`config.mk`:
```
export PLATFORM = sky130hd
export DESIGN_NAME = if_id_fetch_stage
export DESIGN_NICKNAME = d
export VERILOG_FILES = /design/src/rtl/if_id_fetch_stage.sv
export SDC_FILE = /design/constraint.sdc
export NUM_CORES = 1
export LEC_CHECK = 0
export BUFFER_PORTS_ARGS = -buffer_cell sky130_fd_sc_hd__buf_4
export CAP_MARGIN = 20
export CELL_PAD_IN_SITES_DETAIL_PLACEMENT = 0
export CELL_PAD_IN_SITES_GLOBAL_PLACEMENT = 1
export CORE_ASPECT_RATIO = 1.2
export CORE_UTILIZATION = 38
export CTS_BUF_LIST = sky130_fd_sc_hd__clkbuf_4 sky130_fd_sc_hd__clkbuf_8 sky130_fd_sc_hd__clkbuf_16
export DETAILED_ROUTE_END_ITERATION = 10
export PLACE_DENSITY = 0.85
export SETUP_SLACK_MARGIN = 0.3
export SYNTH_ARGS = -nofsm -noshare
export SYNTH_HDL_FRONTEND = slang
export SYNTH_SLANG_ARGS = --single-unit
```
`constraint.sdc`:
```
create_clock -name clk_i -period 3.2 [get_ports clk_i]
set_input_delay 0.32 -clock clk_i [delete_from_list [all_inputs] [get_ports clk_i]]
set_output_delay 0.32 -clock clk_i [all_outputs]
set_load 0.005 [all_outputs]
```
`src/rtl/if_id_fetch_stage.sv`:
```
`default_nettype none
// ============================================================================
// Module      : if_id_fetch_stage
// Description : Instruction-fetch PC plus IF/ID pipeline register, with
//               ID-resolved redirects (j/jal, jr, taken beq), stall and flush.
// Revision    : 1.0 - initial release
// ============================================================================
module if_id_fetch_stage #(
   parameter logic [31:0] PC_RESET  = 32'h0000_0000,
   parameter logic [31:0] NOP_INSTR = 32'h0000_0000
) (
   input  logic        clk_i,
   input  logic        rst_i,
   output logic [31:0] imem_addr_o,
   input  logic [31:0] imem_data_i,
   input  logic        stall_i,
   input  logic        flush_i,
   input  logic [1:0]  jump_sel_i,
   input  logic        branch_taken_i,
   input  logic [31:0] rs_data_i,
   output logic [31:0] pc_o,
   output logic [31:0] id_instr_o,
   output logic [31:0] id_pc_plus4_o,
   output logic        id_valid_o,
   output logic [5:0]  instr_op_o,
   output logic [5:0]  funct_o,
   output logic        redirect_o
);

   localparam logic [1:0]  c_JSEL_J  = 2'b00;
   localparam logic [1:0]  c_JSEL_JR = 2'b10;
   localparam logic [31:0] c_FOUR    = 32'd4;

   logic [31:0] r_pc;
   logic [31:0] r_id_instr;
   logic [31:0] r_id_pc4;
   logic        r_id_valid;

   logic [31:0] w_pc_plus4;
   logic [31:0] w_j_target;
   logic [31:0] w_jr_target;
   logic [31:0] w_br_target;
   logic [31:0] w_target;
   logic        w_redirect_cond;
   logic        w_redirect;
   logic        w_unused_rs_lo;

   assign w_pc_plus4  = r_pc + c_FOUR;
   assign w_j_target  = {r_id_pc4[31:28], r_id_instr[25:0], 2'b00};
   assign w_jr_target = {rs_data_i[31:2], 2'b00};
   assign w_br_target = r_id_pc4 + {{14{r_id_instr[15]}}, r_id_instr[15:0], 2'b00};

   // rs low bits are forced to zero in the jr target
   assign w_unused_rs_lo = ^rs_data_i[1:0];

   // Jumps outrank a simultaneous taken branch; bubbles never redirect
   always_comb begin
      w_redirect_cond = 1'b0;
      w_target        = w_pc_plus4;
      if (r_id_valid) begin
         if (jump_sel_i == c_JSEL_J) begin
            w_redirect_cond = 1'b1;
            w_target        = w_j_target;
         end else if (jump_sel_i == c_JSEL_JR) begin
            w_redirect_cond = 1'b1;
            w_target        = w_jr_target;
         end else if (branch_taken_i) begin
            w_redirect_cond = 1'b1;
            w_target        = w_br_target;
         end
      end
   end

   assign w_redirect = w_redirect_cond & ~stall_i;

   always_ff @(posedge clk_i) begin
      if (rst_i) begin
         r_pc       <= PC_RESET;
         r_id_instr <= NOP_INSTR;
         r_id_pc4   <= 32'h0;
         r_id_valid <= 1'b0;
      end else if (stall_i) begin
         r_pc       <= r_pc;
         r_id_instr <= r_id_instr;
         r_id_pc4   <= r_id_pc4;
         r_id_valid <= r_id_valid;
      end else if (w_redirect) begin
         // Squash the wrong-path word fetched this cycle
         r_pc       <= w_target;
         r_id_instr <= NOP_INSTR;
         r_id_pc4   <= 32'h0;
         r_id_valid <= 1'b0;
      end else if (flush_i) begin
         r_pc       <= w_pc_plus4;
         r_id_instr <= NOP_INSTR;
         r_id_pc4   <= 32'h0;
         r_id_valid <= 1'b0;
      end else begin
         r_pc       <= w_pc_plus4;
         r_id_instr <= imem_data_i;
         r_id_pc4   <= w_pc_plus4;
         r_id_valid <= 1'b1;
      end
   end

   assign imem_addr_o   = r_pc;
   assign pc_o          = r_pc;
   assign id_instr_o    = r_id_instr;
   assign id_pc_plus4_o = r_id_pc4;
   assign id_valid_o    = r_id_valid;
   assign instr_op_o    = r_id_instr[31:26];
   assign funct_o       = r_id_instr[5:0];
   assign redirect_o    = w_redirect;

endmodule
`default_nettype wire

```
==> impl_metrics.env <==
export IMPL_async_flop_share_pct=0
export IMPL_grt_first_pass_wirelength_um=36100
export IMPL_grt_use_total_pct=24.7
export IMPL_pre_cts_ws_ns=0.240
export IMPL_cts_tree="yes"
export IMPL_root_buffer="clkbuf_16"
export IMPL_die_x_um=125
export IMPL_post_dp_hpwl_um=16800
export IMPL_grt_max_degree=51
export IMPL_fin_util_pct=49.0
export IMPL_dpl_instance_area_mm2=0.00828
export IMPL_routedWlPerCell_um=19.0
export IMPL_status="finished, final reports clean"
export IMPL_gr_total_overflow=0
export IMPL_numCtsBuffers=9
export IMPL_crit_family="compound AO/OA/AOI/OAI gates"
export IMPL_synth_top_cells_by_count="121 x nor2_1, 97 x dfxtp_1, 63 x a22oi_1, 56 x a21oi_1, 45 x nand2_1"
export IMPL_yosysWarningCount=0
export IMPL_setup_viol=0
export IMPL_start_util_pct=39.0
export IMPL_cpMaxStageDelayCell="a2111oi_4"
export IMPL_finalHoldViolations=0
export IMPL_synth_top_area_share_pct=28.4
export IMPL_netlist_area_mm2=0.00685
export IMPL_drv_slew=0
export IMPL_criticalPathCategory="flip-flop to flip-flop"
export IMPL_synth_edff_count=0
export IMPL_synth_ff_type="dfxtp_1"
export IMPL_synth_seq_cells=97
export IMPL_antenna_found_initial=0
export IMPL_fp_coreArea_mm2=0.0176
export IMPL_post_route_drc_count=0
export IMPL_drv_cap=0
export IMPL_multi_input_area_mm2=0.00428
export IMPL_die_area_mm2=0.0186
export IMPL_dp_cells=1199
export IMPL_layout_setup_ws_ns=0.406
export IMPL_instances_no_fill=1217
export IMPL_period_share_pct=87.3
export IMPL_clk_latency_ns=0.36
export IMPL_io_pins=213
export IMPL_diodes=0
export IMPL_syn_nets=945
export IMPL_std_cell_rows=53
export IMPL_chipHeight_um=149
export IMPL_ys_seq_area_share_pct=28.4
export IMPL_finalNetCount=1094
export IMPL_clk_pin_slew_ns=0.07
export IMPL_grt_pass1_vias=6517
export IMPL_syn_area_per_cell_um2=8.12
export IMPL_port_buffers=210
export IMPL_clock_skew_ns=0.00547
export IMPL_gp_routability_congestion=0.888
export IMPL_cp_start_kind="flip-flop"
export IMPL_yosysUniqueCellTypes=81
export IMPL_ant_nets=0
export IMPL_fin_crit_ns=2.79
export IMPL_synth_largest_area_cell="dfxtp_1"
export IMPL_worstPathArrival_ns=3.02
export IMPL_synthToLayoutAreaGrowth_pct=25.9
export IMPL_synthCells=843
export IMPL_vias=6955
export IMPL_worst_pin_slew_ns=0.788
export IMPL_clock_sinks=97
export IMPL_path_cells="ha_2 > fa_2 > a21o_1 > nand4_1 > a32oi_4 > a2111oi_4 > nor3_1 > or3_1 > a31oi_1 > o32ai_1"
export IMPL_p_leak_nw=3.98
export IMPL_slew_headroom_pct=47.3
export IMPL_htree_levels=3
export IMPL_drt_wl_total_um=23100
export IMPL_final_cell_area_mm2=0.00862
export IMPL_rsz0062_at_grt="yes"
export IMPL_cp_required_ns=3.43
export IMPL_p_total_mw=2.90
export IMPL_cts_hold_buf=0
export IMPL_ff_latch_area_mm2=0.00194
export IMPL_slowest_delay_ns=0.48
export IMPL_powerDensity_mw_per_mm2=337
export IMPL_synth_area_top_cells="dfxtp_1 28%, a22oi_1 6.9%, nor2_1 6.6%, ha_1 5.5%, buf_4 4.8%"
export IMPL_drt_first_pass_iters=5
export IMPL_fmax_mhz=358
export IMPL_irDropWorstVdd_mv=0.237
export IMPL_first_iter_violations=357
export IMPL_layout_drive_gt1_share_pct=28.9
export IMPL_clock_path_buffers=2
export IMPL_hp_class="input port to flip-flop"
export IMPL_vias_per_cell=5.71
export IMPL_hold_ws_ns=0.186
export IMPL_setup_tns_final_ns=0
export IMPL_synth_most_common_cell="nor2_1"
export IMPL_worstPathMaxFanout=5
export IMPL_crit_path_end_kind="flip-flop"
export IMPL_cp_num_buf_inv=0
export IMPL_fillers=1766
## worst reg2reg max path, stage by stage (launching register included)
cell and delay, ns:
dfxtp_1 0.35, ha_2 0.21, fa_2 0.35, a21o_1 0.21
nand4_1 0.17, a32oi_4 0.17, a2111oi_4 0.48, nor3_1 0.10
or3_1 0.33, a31oi_1 0.17, o32ai_1 0.11
## metal layers
layer	part of all wire [%]	track usage [%]	wire (µm)
met3	4.9	2.51	1150
met1	43	31.5	9860
met4	2.5	9.94	573
met5	0	0	0
met2	50	42.8	11600
## cell families (layout without fill, tap and decap cells)
group | Yosys count | count (layout) | share of synthesized area, %
xor+xnor | 47 | 47 | 6.01
compound gates | 271 | 271 | 27.6
mux | 30 | 30 | 4.44
fa+ha+maj | 31 | 31 | 5.77
flops | 97 | 97 | 28.4
buf+inv | 113 | 267 | 9.69
simple gates | 254 | 254 | 18.1
## area by class of cell
type	count	area share [%]
multi-input combinational	633	49.7
sequential	97	22.5
timing repair buffer	236	20.6
tap	220	3.19
clock buffer	10	2.77
inverter	15	0.653
clock inverter	6	0.581
## registers in the layout, summed over array words and instances, names as in the netlist
signal	cells
id_instr_o	32
id_pc_plus4_o	32
id_valid_o	1
imem_addr_o	32
## worst paths after layout
kind / startpoint / endpoint / slack, ns / depth (start not counted)
hold reg to reg: id_pc_plus4_o[1] / imem_addr_o[1] / 0.50 / 2
setup reg to reg: id_instr_o[0] / imem_addr_o[26] / 0.41 / 10
hold / removal: imem_data_i[26] / id_instr_o[26] / 0.19 / 3
setup / recovery: id_instr_o[0] / imem_addr_o[26] / 0.41 / 10
## cells in the final DEF, fill, tap and decap left out, drive strengths merged, types with 17 or more instances in the layout
cell,instances
xnor2,27
buf,236
inv,17
a21oi,58
nor3,18
o21ai,44
a21o,21
xor2,20
nand3,18
ha,30
a22oi,63
nor2,122
nand2,45
mux2i,27
dfxtp,97
## report_power, final
| group | internal [mW] | switching (mW) |
|---|---|---|
| registers | 1.24 | 0.0571 |
| clock network | 0.561 | 0.541 |
| logic | 0.236 | 0.262 |
## repair_timing
action | in CTS | in global routing
buffers inserted | 2 | 0
endpoints found under the setup margin | 5 | 7
pin swaps | 2 | 3
gates resized for setup | 1 | 7
No activity file was read; power rests on OpenSTA's default activity.
